--- src/rtl/uart_rx_pkt_ctrl_if.sv ---
// Bundles the receiver-side strobes and the packet-stream consumer port of uart_rx_pkt_ctrl.
// Optional statistics outputs appear when UART_PKT_STATS_EN is defined.
interface uart_rx_pkt_ctrl_if #(
  parameter int DEPTH = 64
);
  localparam int AW = $clog2(DEPTH);

  logic          rx_ready;
  logic [7:0]    rx_data;
  logic          rx_eop;
  logic [7:0]    m_data;
  logic          m_last;
  logic          m_valid;
  logic          m_ready;
  logic [AW:0]   pkt_count;
  logic          busy;
  logic          drop_pulse;
`ifdef UART_PKT_STATS_EN
  logic [15:0]   drop_count;
  logic [AW:0]   max_fill;
`endif

  // master: the environment (UART receiver plus packet consumer)
  modport master (
    output rx_ready, rx_data, rx_eop, m_ready,
    input  m_data, m_last, m_valid, pkt_count, busy, drop_pulse
`ifdef UART_PKT_STATS_EN
    , input drop_count, max_fill
`endif
  );

  // slave: the packet controller itself
  modport slave (
    input  rx_ready, rx_data, rx_eop, m_ready,
    output m_data, m_last, m_valid, pkt_count, busy, drop_pulse
`ifdef UART_PKT_STATS_EN
    , output drop_count, max_fill
`endif
  );
endinterface

--- src/rtl/uart_rx_pkt_ctrl.sv ---
// Packet controller behind the UART receiver: commit/rollback byte FIFO exposing only whole packets.
// Define UART_PKT_STATS_EN to add the drop_count / max_fill statistics outputs.
module uart_rx_pkt_ctrl #(
  parameter int DEPTH   = 64,
  parameter int MAX_LEN = 32
) (
  input  logic                clk,
  input  logic                rst_n,
  uart_rx_pkt_ctrl_if.slave   bus
);
  localparam int AW = $clog2(DEPTH);
  localparam int LW = $clog2(MAX_LEN + 1);

  typedef enum logic [1:0] {S_IDLE, S_RECV, S_DROP} state_t;

  state_t        r_state;
  logic [8:0]    r_mem [DEPTH];
  logic [AW:0]   r_wr_ptr;
  logic [AW:0]   r_wr_cmt;
  logic [AW:0]   r_rd_ptr;
  logic [AW:0]   r_pkt_count;
  logic [7:0]    r_stg;
  logic [LW-1:0] r_len;
  logic          r_drop_pulse;

  logic [AW:0]   w_fill;
  logic          w_full;
  logic          w_valid;
  logic          w_pop;
  logic [8:0]    w_head;
  logic          w_wr_en;
  logic          w_wr_last;
  logic          w_commit;
  logic          w_drop;

  assign w_fill  = r_wr_ptr - r_rd_ptr;
  assign w_full  = (w_fill == (AW+1)'(DEPTH));
  assign w_valid = (r_rd_ptr != r_wr_cmt);
  assign w_head  = r_mem[r_rd_ptr[AW-1:0]];
  assign w_pop   = w_valid && bus.m_ready;

  // The staged byte is only written once the next event says whether it ends the packet.
  always_comb begin
    // NOTE: every output gets a default first so no path leaves a latch behind.
    w_wr_en   = 1'b0;
    w_wr_last = 1'b0;
    w_commit  = 1'b0;
    w_drop    = 1'b0;
    if (r_state == S_RECV) begin
      if (bus.rx_ready) begin
        if (r_len == LW'(MAX_LEN) || w_full) w_drop  = 1'b1;
        else                                 w_wr_en = 1'b1;
      end else if (bus.rx_eop) begin
        if (w_full) begin
          w_drop = 1'b1;
        end else begin
          w_wr_en   = 1'b1;
          w_wr_last = 1'b1;
          w_commit  = 1'b1;
        end
      end
    end
  end

  // NOTE: storage has no reset; pointers alone define which entries hold data.
  always_ff @(posedge clk) begin
    if (w_wr_en) r_mem[r_wr_ptr[AW-1:0]] <= {w_wr_last, r_stg};
  end

  always_ff @(posedge clk or negedge rst_n) begin
    if (!rst_n) begin
      r_state      <= S_IDLE;
      r_wr_ptr     <= '0;
      r_wr_cmt     <= '0;
      r_rd_ptr     <= '0;
      r_pkt_count  <= '0;
      r_stg        <= '0;
      r_len        <= '0;
      r_drop_pulse <= 1'b0;
    end else begin
      // NOTE: non-blocking assignments keep every register reading pre-edge values.
      r_drop_pulse <= w_drop;

      if (w_pop) r_rd_ptr <= r_rd_ptr + 1'b1;

      // A commit and a last-byte pop in the same cycle cancel out.
      if (w_commit && !(w_pop && w_head[8]))      r_pkt_count <= r_pkt_count + 1'b1;
      else if (!w_commit && w_pop && w_head[8])   r_pkt_count <= r_pkt_count - 1'b1;

      if (w_drop)       r_wr_ptr <= r_wr_cmt;
      else if (w_wr_en) r_wr_ptr <= r_wr_ptr + 1'b1;

      if (w_commit) r_wr_cmt <= r_wr_ptr + 1'b1;

      case (r_state)
        S_IDLE: begin
          if (bus.rx_ready) begin
            r_stg   <= bus.rx_data;
            r_len   <= LW'(1);
            r_state <= S_RECV;
          end
        end
        S_RECV: begin
          if (bus.rx_ready) begin
            if (w_drop) begin
              r_state <= S_DROP;
            end else begin
              r_stg <= bus.rx_data;
              r_len <= r_len + 1'b1;
            end
          end else if (bus.rx_eop) begin
            r_state <= S_IDLE;
          end
        end
        S_DROP: begin
          if (bus.rx_eop) r_state <= S_IDLE;
        end
        default: r_state <= S_IDLE;
      endcase
    end
  end

  assign bus.m_data     = w_head[7:0];
  assign bus.m_last     = w_head[8];
  assign bus.m_valid    = w_valid;
  assign bus.pkt_count  = r_pkt_count;
  assign bus.busy       = (r_state != S_IDLE);
  assign bus.drop_pulse = r_drop_pulse;

`ifdef UART_PKT_STATS_EN
  logic [15:0] r_drop_count;
  logic [AW:0] r_max_fill;

  always_ff @(posedge clk or negedge rst_n) begin
    if (!rst_n) begin
      r_drop_count <= '0;
      r_max_fill   <= '0;
    end else begin
      if (w_drop && r_drop_count != 16'hFFFF) r_drop_count <= r_drop_count + 1'b1;
      if (w_fill > r_max_fill)                r_max_fill   <= w_fill;
    end
  end

  assign bus.drop_count = r_drop_count;
  assign bus.max_fill   = r_max_fill;
`endif
endmodule

--- src/flat_wrapper.sv ---
// flat-port wrapper written by rule: the top's interface ports become plain ports
module uart_rx_pkt_ctrl_flat 
#(
  parameter int DEPTH   = 64,
  parameter int MAX_LEN = 32
)
  (clk, rst_n, bus_rx_ready, bus_rx_data, bus_rx_eop, bus_m_ready, bus_m_data, bus_m_last, bus_m_valid, bus_pkt_count, bus_busy, bus_drop_pulse);
  uart_rx_pkt_ctrl_if #(.DEPTH(DEPTH)) bus_i ();
  input  logic clk;
  input  logic rst_n;
  input wire logic [$bits(bus_i.rx_ready)-1:0] bus_rx_ready;
  input wire logic [$bits(bus_i.rx_data)-1:0] bus_rx_data;
  input wire logic [$bits(bus_i.rx_eop)-1:0] bus_rx_eop;
  input wire logic [$bits(bus_i.m_ready)-1:0] bus_m_ready;
  output wire logic [$bits(bus_i.m_data)-1:0] bus_m_data;
  output wire logic [$bits(bus_i.m_last)-1:0] bus_m_last;
  output wire logic [$bits(bus_i.m_valid)-1:0] bus_m_valid;
  output wire logic [$bits(bus_i.pkt_count)-1:0] bus_pkt_count;
  output wire logic [$bits(bus_i.busy)-1:0] bus_busy;
  output wire logic [$bits(bus_i.drop_pulse)-1:0] bus_drop_pulse;
  assign bus_i.rx_ready = bus_rx_ready;
  assign bus_i.rx_data = bus_rx_data;
  assign bus_i.rx_eop = bus_rx_eop;
  assign bus_i.m_ready = bus_m_ready;
  assign bus_m_data = bus_i.m_data;
  assign bus_m_last = bus_i.m_last;
  assign bus_m_valid = bus_i.m_valid;
  assign bus_pkt_count = bus_i.pkt_count;
  assign bus_busy = bus_i.busy;
  assign bus_drop_pulse = bus_i.drop_pulse;
  uart_rx_pkt_ctrl #(.DEPTH(DEPTH), .MAX_LEN(MAX_LEN)) u_core (.clk(clk), .rst_n(rst_n), .bus(bus_i));
endmodule
--- config.mk ---
export PLATFORM = sky130hd
export DESIGN_NAME = uart_rx_pkt_ctrl_flat
export DESIGN_NICKNAME = d
export VERILOG_FILES = /design/src/rtl/uart_rx_pkt_ctrl_if.sv /design/src/rtl/uart_rx_pkt_ctrl.sv /design/src/flat_wrapper.sv
export SDC_FILE = /design/constraint.sdc
export NUM_CORES = 1
export LEC_CHECK = 0
export ABC_AREA = 1
export CELL_PAD_IN_SITES_DETAIL_PLACEMENT = 1
export CELL_PAD_IN_SITES_GLOBAL_PLACEMENT = 2
export CORE_MARGIN = 5
export CORE_UTILIZATION = 44
export DETAILED_ROUTE_END_ITERATION = 12
export PLACE_DENSITY_LB_ADDON = 0.25
export SLEW_MARGIN = 20
export SYNTH_ARGS = -nofsm -noshare
export SYNTH_HDL_FRONTEND = slang
export SYNTH_SLANG_ARGS = --single-unit
--- constraint.sdc ---
create_clock -name clk -period 4.1 [get_ports clk]
set_clock_uncertainty 0.1 [all_clocks]
set_input_delay 0.82 -clock clk [delete_from_list [all_inputs] [get_ports clk]]
set_output_delay 0.82 -clock clk [all_outputs]
set_load 0.05 [all_outputs]
==> impl_metrics.csv, run 1 <==
group,metric,value,unit
run_status,status,"finished clean",
global_routing,grt_max_degree,106,
power,p_leak,10.4,nW
power,p_total,23.6,mW
critical_path,critical_path.top_delay_family,"simple AND/OR/NAND/NOR gates",
synthesis,synth_area,25600,um2
place,placed_cells,2884,
critical_path,worstPathRequired,3.18,ns
place,dp_slack,0.337,ns
place,portBuffers,31,
timing,final_max_slew_viol_count,0,
power,internal-power,14.2,mW
clock_tree,htree_levels,3,
critical_path,critPathMaxFanout,87,
synthesis,synth.net_count,2128,
routing,postRouteAntennaNets,0,
routing,drcViolationCount,0,
power,powerDensity,797,nW/um2
floorplanning,ioPinCount,32,
critical_path,slowest_delay,0.55,ns
clock_tree,clkSinkCount,621,
final_layout,synthToLayoutAreaGrowth,15.6,%
power,clkPwrFrac,25.4,%
global_routing,antenna_found_initial,1,
timing,period_needed,4.03,ns
critical_path,critical_path_buf_inv_count,3,
synthesis,yosysSeqAreaShare,72.0,%
critical_path,critPathLaunch,"u_core.r_rd_ptr[1]",
run,maxCapViolations,0,
synthesis,synth_cell_type_count,42,
power,vdd_drop_max,680,uV
timing,worstMarginPinSlew,1.05,ns
floorplanning,start_util,44.4,%
routing,drt_wl_total,73800,um
routing,drt_iter0_markers,1525,
place,hpwl,44600,um
final_layout,finalNonFillerCells,3008,
critical_path,cp_common_cell,"nand3_1",
final_layout,final_area,29600,um2
clock_tree,cts_buffers,69,
power,switching_power,9.40,mW
synthesis,syn_avg_cell_area,12.2,um2
timing,timing.fmax,0.248,GHz
timing,setup_slack,0.0668,ns
clock_tree,cts_tree,"built",
critical_path,endpoint_kind,"output port",
final_layout,antenna_cells,0,
critical_path,r2r-start,"u_core.r_rd_ptr[0]",
floorplanning,die_y,251,um
timing,relSlewSlack,29.7,%
global_routing,grt_remaining_overflow,0,
timing,timing.final.hold_violations,0,
routing,wire_per_inst,24.5,um
place,placed_area,27300,um2
synthesis,synthCells,2099,
critical_path,setup.worst_path.class,"reg2out",
floorplanning,coreArea,57600,um2
critical_path,worst_ep_arrival_time,3.11,ns
min_path,hp-class,"in2async",
synthesis,ys_warn_count,0,
power,comb_power_share,37.0,%
floorplanning,fp.dieW,251,um
global_routing,grtUsageTotal,23.1,%
routing,vias_per_cell,5.69,
global_routing,grt_first_pass_wirelength,112000,um
final_layout,fin_util,51.3,%
timing,hold_slack,0.275,ns
floorplanning,dieArea,63000,um2
synthesis,ys_ff_latch,621,
clock_tree,root_buffer,"clkbuf_16",
place,gp_congestion,0.816,
clock_tree,hold_buffers,0,
global_routing,first_global_vias,17900,
final_layout,fin_nets,2223,
timing,finalCritPeriodShare,98.4,%
floorplanning,rows,88,
timing,rsz0062_at_grt,"no",
critical_path,path_cells,"inv_4, buf_12, o21ai_0, o22ai_1, o211ai_1, nand3_1, nand3_1, nand3_1, buf_12",
clock_tree,worstSkewPairLatency,0.62,ns
timing,setup_violations,0,
power,power_frac_seq,37.6,%
routing,dr.pass1.iters,5,
power,p_sw_share,39.9,%
clock_tree,path_clk_slew,0.06,ns
clock_tree,cts_buffer_depth,3,
critical_path,startpoint_type,"flip-flop",
critical_path,cpMaxStageDelayCell,"dfrtp_4",
final_layout,drive_gt1_share,12.0,%
routing,vias,17100,
timing,final.setup.tns,0,ns
## per-layer routing
| layer | routed length (um) | track usage [%] |
|---|---|---|
| met4 | 2240 | 7.83 |
| met2 | 34800 | 37.2 |
| met5 | 0 | 0 |
| met1 | 32300 | 32.0 |
| met3 | 4490 | 4.29 |
## registers in the layout (all words and copies together), names as in the netlist
signal                 count
u_core.r_rd_ptr            7
u_core.r_wr_cmt            7
u_core.r_mem             576
u_core.r_wr_ptr            7
u_core.r_state             2
u_core.r_len               6
u_core.r_stg               8
u_core.bus.pkt_count       7
u_core.bus.drop_pulse      1
## power groups by stage
stage	Combinational [mW]	Sequential [mW]	Clock [mW]
5_1_grt	9.46	8.94	6.39
4_1_cts	8.78	8.88	6.10
3_3_place_gp	8.38	8.97	0
6_report	8.72	8.87	5.98
2_1_floorplan	4.95	8.84	0
3_5_place_dp	8.54	9.01	0
## what timing repair did
action	CTS	global route
hold endpoints to repair	0	0
cloned	2	0
endpoints found under the setup margin	8	7
gates resized for setup	11	3
setup buffers	3	0
pin swaps	1	0
## layout by cell type (no fill, tap or decap), types with 29 or more instances in the layout
cell type and count:
o221ai_1 48, dfrtp_1 34, buf_4 108, nor2_1 361, edfxtp_1 576, nand3_1 120, clkbuf_16 71, nand2_1 259
o22ai_1 79, a21oi_1 29, inv_1 73, o21ai_0 272
## path summary, 6_finish.rpt
check                                          end  slack (ns)  cells past startpoint
min reg2reg                u_core.bus.pkt_count[6]        0.41                      2
max reg2reg                u_core.bus.pkt_count[5]        0.36                     21
min                                u_core.r_stg[1]        0.28                      1
min in group clk           u_core.bus.pkt_count[6]        0.41                      2
max                                  bus_m_data[5]        0.07                      9
max in group asynchronous  u_core.bus.pkt_count[4]        2.93                      2
## layout make-up
class / count / area (um2)
clock buffer: 95 / 1900
tap: 765 / 957
multi-input combinational: 1271 / 6290
fill: 5885 / 28000
clock inverter: 25 / 256
sequential: 621 / 18400
timing repair buffer: 147 / 1380
timing repair inverter: 1 / 8.76
inverter: 83 / 335
## synthesized netlist by cell type, drive strengths merged
| cell | number | share of area (%) |
|---|---|---|
| xor2 | 20 | 0.68 |
| a21boi | 1 | 0.029 |
| nand2 | 269 | 4.1 |
| ha | 15 | 0.73 |
| clkinv | 1 | 0.015 |
| nand4 | 9 | 0.46 |
| nor3 | 2 | 0.039 |
| o31ai | 1 | 0.029 |
| o211ai | 21 | 0.62 |
| inv | 82 | 1.2 |
| xnor2 | 3 | 0.10 |
| buf | 52 | 1.2 |
| o22ai | 80 | 2.0 |
| o21ai | 276 | 5.4 |
| clkbuf | 72 | 1.1 |
| dfrtp | 45 | 4.4 |
| fa | 1 | 0.078 |
| a31oi | 2 | 0.049 |
| a21oi | 30 | 0.59 |
| or2 | 3 | 0.073 |
| o221ai | 48 | 1.6 |
| nand3 | 125 | 2.5 |
| a211oi | 1 | 0.029 |
| edfxtp | 576 | 68 |
| o21bai | 1 | 0.029 |
| nor2 | 363 | 5.3 |
## logic make-up after synthesis
logic type	Yosys count	synth area share, %
xor gates and xnor gates	23	0.788
buffers and inverters	207	3.51
DFF	621	72.0
and+or+nand+nor	771	12.5
adders and majority gates	16	0.812
AOI/OAI and AO/OA	461	10.4
Power figures use the tool's default switching activity.
==> inputs of run 2 (changes only) <==
--- a/config.mk
+++ b/config.mk
@@ -9,7 +9,8 @@
 export CELL_PAD_IN_SITES_DETAIL_PLACEMENT = 1
 export CELL_PAD_IN_SITES_GLOBAL_PLACEMENT = 2
 export CORE_MARGIN = 5
-export CORE_UTILIZATION = 44
+export CORE_UTILIZATION = 45
+export CTS_CLUSTER_DIAMETER = 100
 export DETAILED_ROUTE_END_ITERATION = 12
 export PLACE_DENSITY_LB_ADDON = 0.25
 export SLEW_MARGIN = 20
==> constraint.sdc (replaced) <==
create_clock -name clk -period 5.1 [get_ports clk]
set_clock_uncertainty 0.1 [all_clocks]
set_input_delay 1.02 -clock clk [delete_from_list [all_inputs] [get_ports clk]]
set_output_delay 1.02 -clock clk [all_outputs]
set_load 0.05 [all_outputs]
==> run 2 against run 1 <==
Effect of this change: final area shrank 1.2%; register-to-register slack better by 0.45 ns; flip-flop and latch count stayed put; cell count is 1.2% lower; worst setup slack improved by 0.56 ns; highest routed layer unchanged; sequential power decreased by 24%; largest power group is now combinational cells; first-iteration DRC count decreased by 15%; core utilization grew 0.49 points; count of clock-buffer cells in the layout decreased by 1.
==> impl_metrics.csv, run 2 (synthesis gave the netlist of run 1 again) <==
group,metric,value,unit
clock_tree,cts_buffer_depth,3,
critical_path,worstPathRequired,3.98,ns
floorplanning,ioPinCount,32,
critical_path,cpMaxStageDelayCell,"buf_4",
place,placed_area,27100,um2
min_path,min_to,"u_core.r_stg[6]",
timing,finalCritPeriodShare,87.6,%
clock_tree,clkSinkCount,621,
final_layout,layout_common_cells,"edfxtp_1 (576), nor2_1 (360), o21ai_0 (272), nand2_1 (260), nand3_1 (124)",
timing,worstMarginPinSlew,0.890,ns
routing,drt_wl_total,72100,um
critical_path,worst_ep_arrival_time,3.35,ns
final_layout,synthToLayoutAreaGrowth,14.3,%
floorplanning,rows,87,
place,hpwl,41900,um
place,gp_congestion,0.819,
clock_tree,hold_buffers,0,
timing,period_needed,4.47,ns
routing,vias,16900,
floorplanning,dieArea,61700,um2
clock_tree,cts_tree,"built",
power,powerDensity,640,nW/um2
routing,postRouteAntennaNets,0,
clock_tree,root_buffer,"clkbuf_16",
final_layout,antenna_cells,0,
final_layout,mostFrequentLayoutCell,"edfxtp_1",
floorplanning,coreArea,56400,um2
floorplanning,start_util,45.4,%
final_layout,fin_nets,2193,
critical_path,rrSetupSlack,0.81,ns
min_path,whs_path_depth,2,
global_routing,grt_remaining_overflow,0,
clock_tree,cts_buffers,69,
critical_path,critPathMaxFanout,73,
final_layout,drive_gt1_share,10.3,%
critical_path,setup.worst_path.class,"reg2out",
place,portBuffers,31,
routing,dr.pass1.iters,6,
global_routing,grtUsageTotal,23.4,%
timing,final.setup.tns,0,ns
power,p_leak,10.1,nW
clock_tree,worstSkewPairLatency,0.59,ns
floorplanning,fp.dieW,248,um
critical_path,rr_endpoint,"u_core.bus.pkt_count[5]",
clock_tree,postCtsSetupBuffers,0,
critical_path,path_cells,"buf_4, buf_4, o21ai_0, o221ai_1, o211ai_1, nand3_1, nand2_1, nand3_1, buf_12",
routing,wire_per_inst,24.3,um
run_status,status,"finished clean",
min_path,hp-class,"reg2reg",
critical_path,endpoint_kind,"output port",
clock_tree,cts.repair.resized,0,
routing,vias_per_cell,5.69,
critical_path,slowest_delay,0.65,ns
power,vdd_drop_max,627,uV
clock_tree,htree_levels,3,
timing,timing.final.hold_violations,0,
min_path,min_from,"u_core.r_stg[6]",
clock_tree,path_clk_slew,0.06,ns
timing,relSlewSlack,40.7,%
final_layout,largest_reg_flops,576,
global_routing,grt_max_degree,148,
timing,final_max_slew_viol_count,0,
critical_path,worstRegToRegCells,22,
critical_path,r2r-start,"u_core.r_rd_ptr[0]",
final_layout,final_area,29200,um2
global_routing,grt_first_pass_wirelength,109000,um
final_layout,fin_util,51.8,%
timing,rsz0062_at_grt,"no",
routing,drt_iter0_markers,1293,
floorplanning,die_y,248,um
routing,drcViolationCount,0,
global_routing,first_global_vias,17600,
timing,setup_violations,0,
global_routing,antenna_found_initial,1,
run,maxCapViolations,0,
timing,timing.fmax,0.224,GHz
critical_path,startpoint_type,"flip-flop",
## run 2: layout make-up
class                   count  area (um2)
inverters                  83         327
flip-flops and latches    621       18400
multi-input cells        1271        6260
well taps                 756         946
fillers                  5905       27200
repair buffers            118        1090
clock inverters            28         289
clock buffers              94        1870
## run 2: worst max path at each step
stage                                  start                 endpoint  slack, ns
final                     u_core.r_rd_ptr[0]            bus_m_data[5]       0.63
after global placement    u_core.r_rd_ptr[0]  u_core.bus.pkt_count[6]       1.10
after CTS                 u_core.r_rd_ptr[0]            bus_m_data[5]       0.61
after global routing      u_core.r_rd_ptr[0]  u_core.bus.pkt_count[5]       0.44
after detailed placement  u_core.r_rd_ptr[0]  u_core.bus.pkt_count[5]       0.80
after floorplan           u_core.r_rd_ptr[3]  u_core.bus.pkt_count[5]       1.43
## run 2: routing by layer
layer	vias up	global-route usage (%)	share of wire [%]
met1	8650	33.0	45
met3	97	3.36	5.1
li1	7711	-	-
met5	-	0	0
met4	0	6.95	2.5
met2	442	38.2	48
## run 2: stage by stage
stage,hold WS [ns],power [mW],setup slack [ns],std cells
after global placement,0.362,13.8,1.10,2849
after floorplan,0.374,11.1,1.43,2099
after detailed placement,0.366,14.0,0.803,2849
final,0.377,18.7,0.631,2971
after global routing,0.390,19.7,0.441,2971
after CTS,0.378,18.9,0.612,2971
## run 2: worst max-delay path, delay by kind of cell, from the launching register on
| kind | cells | cell delay, ns |
|---|---|---|
| buffers and inverters | 3 | 1.21 |
| flip-flops | 1 | 0.47 |
| AND/OR/NAND/NOR | 3 | 0.45 |
| AO/OA/AOI/OAI | 3 | 0.59 |
## run 2: power breakdown
group	internal, mW	switching (mW)	total (mW)
logic	1.92	5.16	7.09
registers	6.49	0.286	6.77
clock network	2.87	1.98	4.85
total	11.3	7.43	18.7
==> inputs of run 3 (changes only) <==
--- a/config.mk
+++ b/config.mk
@@ -6,6 +6,7 @@
 export NUM_CORES = 1
 export LEC_CHECK = 0
 export ABC_AREA = 1
+export ABC_CLOCK_PERIOD_IN_PS = 5100
 export CELL_PAD_IN_SITES_DETAIL_PLACEMENT = 1
 export CELL_PAD_IN_SITES_GLOBAL_PLACEMENT = 2
 export CORE_MARGIN = 5
==> results of run 3 <==
The final DEF is identical to that of run 2; final timing and power are the same.
